File: src/rtl/riscv_pkg.sv
// riscv_pkg: immediate-type codes, opcodes, NOP and fetch FSM encoding shared by fetch, immediate unit and decoder
package riscv_pkg;
  typedef enum logic [2:0] {
    R_TYPE = 3'd0,
    I_TYPE = 3'd1,
    S_TYPE = 3'd2,
    B_TYPE = 3'd3,
    U_TYPE = 3'd4,
    J_TYPE = 3'd5
  } imm_type_e;
  localparam logic [6:0] OP_OP     = 7'b0110011;
  localparam logic [6:0] OP_IMM    = 7'b0010011;
  localparam logic [6:0] OP_LOAD   = 7'b0000011;
  localparam logic [6:0] OP_JALR   = 7'b1100111;
  localparam logic [6:0] OP_SYSTEM = 7'b1110011;
  localparam logic [6:0] OP_STORE  = 7'b0100011;
  localparam logic [6:0] OP_BRANCH = 7'b1100011;
  localparam logic [6:0] OP_LUI    = 7'b0110111;
  localparam logic [6:0] OP_AUIPC  = 7'b0010111;
  localparam logic [6:0] OP_JAL    = 7'b1101111;
  localparam logic [31:0] NOP = 32'h0000_0013;
  typedef enum logic [1:0] {
    IDLE  = 2'd0,
    FETCH = 2'd1,
    HOLD  = 2'd2
  } fetch_state_e;
endpackage

File: src/rtl/instruction_fetch_unit_if.sv
// instruction_fetch_unit_if: instruction-memory, redirect and downstream instruction handshake signals
interface instruction_fetch_unit_if;
  logic        imem_req_o;
  logic [31:0] imem_addr_o;
  logic        imem_ack_i;
  logic [31:0] imem_rdata_i;
  logic        redirect_i;
  logic [31:0] redirect_pc_i;
  logic        instr_valid_o;
  logic        instr_ready_i;
  logic [31:0] instr_o;
  logic [31:0] pc_o;
  logic [24:0] imm_bus_o;
  logic [2:0]  imm_type_o;
  logic        illegal_o;
  modport master (
    output imem_req_o, imem_addr_o, instr_valid_o, instr_o, pc_o, imm_bus_o, imm_type_o, illegal_o,
    input  imem_ack_i, imem_rdata_i, redirect_i, redirect_pc_i, instr_ready_i
  );
  modport slave (
    input  imem_req_o, imem_addr_o, instr_valid_o, instr_o, pc_o, imm_bus_o, imm_type_o, illegal_o,
    output imem_ack_i, imem_rdata_i, redirect_i, redirect_pc_i, instr_ready_i
  );
endinterface

File: src/rtl/opcode_imm_decoder.sv
// opcode_imm_decoder: maps a 7-bit opcode to its immediate type and flags undecodable opcodes
module opcode_imm_decoder
  import riscv_pkg::*;
(
  input  logic [6:0] opcode_i,
  output logic [2:0] imm_type_o,
  output logic       illegal_o
);
  always_comb begin
    imm_type_o = R_TYPE;
    illegal_o  = 1'b0;
    case (opcode_i)
      OP_OP:                               imm_type_o = R_TYPE;
      OP_IMM, OP_LOAD, OP_JALR, OP_SYSTEM: imm_type_o = I_TYPE;
      OP_STORE:                            imm_type_o = S_TYPE;
      OP_BRANCH:                           imm_type_o = B_TYPE;
      OP_LUI, OP_AUIPC:                    imm_type_o = U_TYPE;
      OP_JAL:                              imm_type_o = J_TYPE;
      default:                             illegal_o  = 1'b1;
    endcase
  end
endmodule

File: src/rtl/instruction_fetch_unit.sv
// instruction_fetch_unit: single-outstanding req/ack fetch into an instruction register with valid/ready output and redirect
module instruction_fetch_unit
  import riscv_pkg::*;
#(
  parameter logic [31:0] RESET_PC = 32'h0040_0000
) (
  input logic clk,
  input logic reset,
  instruction_fetch_unit_if.master bus
);
  fetch_state_e state_q, state_d;
  logic [31:0] fetch_pc_q, fetch_pc_d, instr_q, instr_d, pc_q, pc_d;
  logic take, fire, unused;
  assign unused = ^bus.redirect_pc_i[1:0];
  // a redirect wins over a same-cycle ack, so the returned word is dropped
  always_comb begin
    take       = bus.redirect_i && state_q != IDLE;
    fire       = state_q == FETCH && bus.imem_ack_i && !bus.redirect_i;
    state_d    = fire ? HOLD : (state_q == HOLD && !take && !bus.instr_ready_i) ? HOLD : FETCH;
    fetch_pc_d = take ? {bus.redirect_pc_i[31:2], 2'b00} : fire ? fetch_pc_q + 32'd4 : fetch_pc_q;
    instr_d    = fire ? bus.imem_rdata_i : instr_q;
    pc_d       = fire ? fetch_pc_q : pc_q;
  end
  always_ff @(posedge clk or negedge reset)
    if (!reset) begin
      state_q    <= IDLE;
      fetch_pc_q <= RESET_PC;
      instr_q    <= NOP;
      pc_q       <= RESET_PC;
    end else begin
      state_q    <= state_d;
      fetch_pc_q <= fetch_pc_d;
      instr_q    <= instr_d;
      pc_q       <= pc_d;
    end
  assign bus.imem_req_o    = state_q == FETCH;
  assign bus.imem_addr_o   = fetch_pc_q;
  assign bus.instr_valid_o = state_q == HOLD;
  assign bus.instr_o       = instr_q;
  assign bus.pc_o          = pc_q;
  assign bus.imm_bus_o     = instr_q[31:7];
  opcode_imm_decoder u_dec (
    .opcode_i   (instr_q[6:0]),
    .imm_type_o (bus.imm_type_o),
    .illegal_o  (bus.illegal_o)
  );
endmodule

File: src/flat_wrapper.sv
// flat-port wrapper written by rule: the top's interface ports become plain ports
module instruction_fetch_unit_flat import riscv_pkg::*;
#(
  parameter logic [31:0] RESET_PC = 32'h0040_0000
)
  (clk, reset, bus_imem_req_o, bus_imem_addr_o, bus_instr_valid_o, bus_instr_o, bus_pc_o, bus_imm_bus_o, bus_imm_type_o, bus_illegal_o, bus_imem_ack_i, bus_imem_rdata_i, bus_redirect_i, bus_redirect_pc_i, bus_instr_ready_i);
  instruction_fetch_unit_if bus_i ();
  input logic clk;
  input logic reset;
  output wire logic [$bits(bus_i.imem_req_o)-1:0] bus_imem_req_o;
  output wire logic [$bits(bus_i.imem_addr_o)-1:0] bus_imem_addr_o;
  output wire logic [$bits(bus_i.instr_valid_o)-1:0] bus_instr_valid_o;
  output wire logic [$bits(bus_i.instr_o)-1:0] bus_instr_o;
  output wire logic [$bits(bus_i.pc_o)-1:0] bus_pc_o;
  output wire logic [$bits(bus_i.imm_bus_o)-1:0] bus_imm_bus_o;
  output wire logic [$bits(bus_i.imm_type_o)-1:0] bus_imm_type_o;
  output wire logic [$bits(bus_i.illegal_o)-1:0] bus_illegal_o;
  input wire logic [$bits(bus_i.imem_ack_i)-1:0] bus_imem_ack_i;
  input wire logic [$bits(bus_i.imem_rdata_i)-1:0] bus_imem_rdata_i;
  input wire logic [$bits(bus_i.redirect_i)-1:0] bus_redirect_i;
  input wire logic [$bits(bus_i.redirect_pc_i)-1:0] bus_redirect_pc_i;
  input wire logic [$bits(bus_i.instr_ready_i)-1:0] bus_instr_ready_i;
  assign bus_imem_req_o = bus_i.imem_req_o;
  assign bus_imem_addr_o = bus_i.imem_addr_o;
  assign bus_instr_valid_o = bus_i.instr_valid_o;
  assign bus_instr_o = bus_i.instr_o;
  assign bus_pc_o = bus_i.pc_o;
  assign bus_imm_bus_o = bus_i.imm_bus_o;
  assign bus_imm_type_o = bus_i.imm_type_o;
  assign bus_illegal_o = bus_i.illegal_o;
  assign bus_i.imem_ack_i = bus_imem_ack_i;
  assign bus_i.imem_rdata_i = bus_imem_rdata_i;
  assign bus_i.redirect_i = bus_redirect_i;
  assign bus_i.redirect_pc_i = bus_redirect_pc_i;
  assign bus_i.instr_ready_i = bus_instr_ready_i;
  instruction_fetch_unit #(.RESET_PC(RESET_PC)) u_core (.clk(clk), .reset(reset), .bus(bus_i));
endmodule
File: config.mk
export PLATFORM = sky130hd
export DESIGN_NAME = instruction_fetch_unit_flat
export DESIGN_NICKNAME = d
export VERILOG_FILES = /design/src/rtl/riscv_pkg.sv /design/src/rtl/instruction_fetch_unit_if.sv /design/src/rtl/opcode_imm_decoder.sv /design/src/rtl/instruction_fetch_unit.sv /design/src/flat_wrapper.sv
export SDC_FILE = /design/constraint.sdc
export NUM_CORES = 1
export LEC_CHECK = 0
export CAP_MARGIN = 20
export CORE_UTILIZATION = 50
export CTS_CLUSTER_DIAMETER = 120
export DETAILED_ROUTE_END_ITERATION = 7
export DONT_BUFFER_PORTS = 1
export PLACE_DENSITY_LB_ADDON = 0.1
export SLEW_MARGIN = 20
export SYNTH_ARGS = -nofsm -noshare
export SYNTH_HDL_FRONTEND = slang
export SYNTH_SLANG_ARGS = --single-unit
export TNS_END_PERCENT = 1
File: constraint.sdc
create_clock -name clk -period 3.95 [get_ports clk]
set_clock_uncertainty 0.1 [all_clocks]
set_input_delay 0.9875 -clock clk [delete_from_list [all_inputs] [get_ports clk]]
set_output_delay 0.9875 -clock clk [all_outputs]
set_load 0.02 [all_outputs]
* Yosys cells after proc, flatten, opt, wreduce, memory -nomap -nowiden
Cells that the tools add are included.
** Operators by class
- Add/sub/neg operators :: 1
- Equality and inequality tests :: 12
- Muxes and demuxes :: 6
- Reduce and logical (&&, ||, !) cells :: 13
** Operator list (count)
- two-way mux 32 bit :: 2
- adder 32 x 3 -> 32 bit, second input constant :: 1
- equality test 7 bit, second input constant :: 4
- equality test 7 x 6 -> 1 bit, second input constant :: 3
- case mux 3 bit (5 select lines) :: 1
- equality test 7 x 5 -> 1 bit, second input constant :: 2
- OR reduction 10 bit :: 1
- equality test 7 x 2 -> 1 bit, second input constant :: 1
- logical AND 1 bit :: 5
- two-way mux 2 bit :: 2
- nonzero test 2 bit :: 2
- OR reduction 4 bit :: 1
- zero test 1 bit :: 3
- equality test 2 x 1 -> 1 bit, second input constant :: 1
- equality test 2 bit, second input constant :: 1
- OR reduction 2 bit :: 1
- two-way mux 1 bit :: 1
** Word-level totals
- Register bits after elaboration :: 98
- Bits of input ports :: 69

* Depth between registers and ports, before layout
- Depth after elaboration :: 7
- Gate-level depth with buffers :: 7
- Gate-level depth less buffers :: 6

* Cells and area by module
Synthesis repeated with hierarchy kept, for this count alone.
** Second synthesis, totals
- Cells, all modules :: 522
- Area, all modules :: 4533.1 µm²
** By module, submodules not included
- instruction_fetch_unit :: instances 1, cells each 507, area an instance 4443.0 µm², seq. area each 2358.5 µm²
- opcode_imm_decoder :: instances 1, cells each 15, area an instance 90.1 µm², seq. area each 0.0 µm²

* Worst setup path after synthesis
OpenSTA, ideal clock, no wires.
- Path type :: reg2out
- From :: register u_core.instr_q[5], in the netlist u_core.bus.instr_o[5]
- To :: output port bus_imm_type_o[1]
- Arrival :: 1.432 ns
- Slack :: 1.431 ns
- Cell stages (with the launch flop) :: 4
- Buffers on the path :: 0
- Path through :: dfrtp_1 > inv_1 > nor2_1 > nor4b_1
** Between the ends
- Longest elaborated chain between the ends :: 3
- Elaborated cells on any way between the ends :: 12
** RTL lines
- start, declared :: line instruction_fetch_unit.sv:12 : logic [31:0] fetch_pc_q, fetch_pc_d, instr_q, instr_d, pc_q, pc_d;
- start signal, assigned :: line instruction_fetch_unit.sv:33 : instr_q <= instr_d;
- equality test 7 x 5 -> 1 bit, or another cell as far along :: line opcode_imm_decoder.sv:12 : case (opcode_i)
- OR reduction 4 bit or OR reduction 2 bit (tied branches) :: line opcode_imm_decoder.sv:12
- case mux 3 bit (5 select lines) * :: line opcode_imm_decoder.sv:12
- end, declared :: line flat_wrapper.sv:16 : output wire logic [$bits(bus_i.imm_type_o)-1:0] bus_imm_type_o;
Mark *: on every way between the ends. The rest lies on a longest branch, timed or not.

* Worst setup path after layout
Ends and elaborated chain as after synthesis.

==> results.py <==
metrics = {
    "clock_tree": {
        "cts.root.buffer_cell": "clkbuf_8",
        "htreeDepth": 3,
        "cts_tree": "built",
        "clockBufferDepth": 2,
        "cts_setup_buffers": 0,
        "cts.sinks": 94,
        "cts_buffers": 9,
        "cts-resized-gates": 0,
        "cts_hold_buffers": 0,
        "clkTransAtPathRegs_ns": 0.09,
        "clock_latency_ns": 0.36,
    },
    "worst_setup_path": {
        "worstReg2RegStart": "u_core.bus.imem_addr_o[2]$_DFFE_PN0P_",
        "crit_path_top_delay_cell": "nor4b_1",
        "path_cells": "inv_1 > nor2_1 > nor4b_1",
        "timing_worst_setup_path_type": "register to output port",
        "cp_max_fo": 3,
        "critical_path_buf_inv_count": 1,
        "arrival_ns": 1.94,
        "crit_path_start_kind": "register",
        "cp_slowest_stage_delay_ns": 0.80,
        "end_kind": "output port",
        "worst-r2r-setup-slack_ns": 1.48,
        "rr_endpoint": "u_core.bus.imem_addr_o[22]$_DFFE_PN1P_",
        "reg2regPathDepth": 6,
        "critPathTopFamily": "simple AND/OR/NAND/NOR gates",
        "cp.required_ns": 2.86,
    },
    "global_routing": {
        "grt_pass1_vias": 3303,
        "track_usage": 0.231,
        "antenna_found_initial": 0,
        "grt_pass1_wl_mm": 17.3,
        "grt_max_degree": 95,
        "grt_overflow": 0,
    },
    "routing": {
        "vias_per_cell": 5.56,
        "drt_wl_total_mm": 10.2,
        "drc": 0,
        "wl_per_cell_um": 17.0,
        "firstDrtPassIters": 4,
        "antenna_left": 0,
        "dr.first_iter.drc_count": 192,
        "via_count": 3314,
    },
    "layout": {
        "antenna-diode-count": 0,
        "multi_input_area_sq_mm": 0.00182,
        "register_area_sq_mm": 0.00236,
        "areaGrowthSynthToFinish_pct": 1.70,
        "drive_above_1_share": 0.0820,
        "layout.nets": 553,
        "fin_cells": 596,
        "fill_cells": 827,
        "fin_util": 0.525,
    },
    "sta": {
        "setup_viol": 0,
        "max_freq_ghz": 0.330,
        "slew_headroom": 0.342,
        "hold_slack_ns": 0.214,
        "rsz0062_at_grt": "no",
        "hold_viol_final": 0,
        "period_needed_ns": 3.03,
        "tightest_slew_ns": 0.974,
        "drv_slew": 0,
        "period_share": 0.767,
        "tns_ns": 0,
    },
    "synthesis": {
        "synth-edff-count": 0,
        "async_flop_share": 1.00,
        "ys.flop_type": "dfrtp_1",
        "mappedNetlistArea_sq_mm": 0.00448,
        "syn_inst": 514,
        "synth.top_cell.area_share": 0.497,
        "ys.warnings.count": 0,
        "synth_seq_cells": 94,
        "synth_area_leaders": "dfrtp_1 50%, nand2_1 18%, buf_4 5.2%",
        "syn_avg_cell_area_sq_um": 8.71,
        "yosysSeqAreaShare": 0.527,
        "yosysTopAreaCell": "dfrtp_1",
        "ys_types": 42,
    },
    "die": {
        "die_w_um": 96.6,
        "start_util": 0.516,
        "row_count": 34,
        "core_area_sq_mm": 0.00868,
        "die_h_um": 96.6,
        "die_area_sq_mm": 0.00934,
        "io_pins": 196,
    },
    "pwr": {
        "power_density_mw_per_mm2": 556,
        "total_power_w": 0.00253,
        "peakVddDrop_v": 0.000240,
        "total_leakage_power_nw": 2.15,
    },
    "hold_path": {
        "hp-class": "input port to asynchronous set/reset pin",
    },
    "placed_design": {
        "dp_hpwl_mm": 6.96,
        "portBuffers": 0,
        "gp_congestion": 0.765,
        "place_inst": 580,
    },
    "run": {
        "drv_cap": 0,
    },
    "run_status": {
        "status": "complete, no violations",
    },
}
[per-layer routing]
layer,wire [um],GRT usage
met1,4310,0.298
met2,4920,0.377
met3,836,0.0766
met4,87,0.0528
met5,0,0
[cell usage in the layout, fill, tap and decap left out, drive strengths merged, types with 4 or more instances in the layout]
| cell | instances |
|---|---|
| nor3 | 5 |
| a21oi | 9 |
| nand2 | 211 |
| nand3 | 21 |
| conb | 4 |
| a31oi | 5 |
| inv | 8 |
| clkbuf | 9 |
| nor4 | 6 |
| nor2 | 20 |
| o211ai | 4 |
| clkinv | 5 |
| dfrtp | 89 |
| nand4 | 11 |
| o21ai | 26 |
| dfstp | 5 |
| buf | 6 |
| xor2 | 11 |
| a221o | 4 |
| xnor2 | 4 |
[logic make-up after synthesis]
| family | share of synthesized area |
|---|---|
| and+or+nand+nor | 0.282 |
| DFF | 0.527 |
| AOI/OAI and AO/OA | 0.0805 |
| buffers and inverters | 0.0754 |
| xor gates and xnor gates | 0.0293 |
| adders and majority gates | 0.00279 |
| other | 0.000837 |
| muxes | 0.00224 |
[where the power goes]
part | switching, W | total [W] | internal [W]
Clock | 0.000345 | 0.000575 | 0.000230
Combinational | 0.000176 | 0.000300 | 0.000123
Sequential | 0.000512 | 0.00166 | 0.00114
Total | 0.00103 | 0.00253 | 0.00150
[synth_stat cells (4+ instances only)]
cell type,number
nand2_1,211
dfrtp_1,89
buf_4,31
o21ai_0,26
nor2_1,20
nand3_1,19
clkbuf_1,11
xor2_1,11
a21oi_1,9
nand4_1,9
inv_1,7
buf_1,6
a31oi_1,5
dfstp_2,5
nor3_1,5
nor4_1,4
o211ai_1,4
xnor2_1,4
[worst max path at each step]
stage,to,depth (start not counted),from
after floorplan,bus_imm_type_o[1],3,u_core.bus.instr_o[5]$_DFFE_PN0P_
after global placement,bus_imm_type_o[1],3,u_core.bus.instr_o[5]$_DFFE_PN0P_
after CTS,bus_imm_type_o[1],3,u_core.bus.instr_o[5]$_DFFE_PN0P_
after global routing,bus_imm_type_o[1],3,u_core.bus.instr_o[5]$_DFFE_PN0P_
after detailed placement,u_core.bus.imem_addr_o[27]$_DFFE_PN0P_,5,bus_redirect_i
final,bus_imm_type_o[1],3,u_core.bus.instr_o[5]$_DFFE_PN0P_
[metrics by stage]
| stage | setup slack, ns | area, sq um |
|---|---|---|
| after global placement | 1.30 | 4380 |
| after CTS | 0.887 | 4550 |
| final | 0.921 | 4550 |
| after global routing | 0.738 | 4550 |
| after floorplan | 1.43 | 4490 |
| after detailed placement | 1.31 | 4380 |
[layout make-up]
cell class,count,share of cell area
Inverter,7,0.00577
Sequential cell,94,0.518
Clock buffer,9,0.0272
Timing Repair Buffer,6,0.00989
Clock inverter,7,0.0107
Multi-Input combinational cell,365,0.399
Tap cell,108,0.0297
[sequential cells by signal, summed over array words and instances (netlist names)]
| name | count |
|---|---|
| u_core.bus.imem_addr_o | 30 |
| u_core.state_q | 2 |
| u_core.bus.instr_o | 32 |
| u_core.bus.pc_o | 30 |
Power figures use the tool's default switching activity.
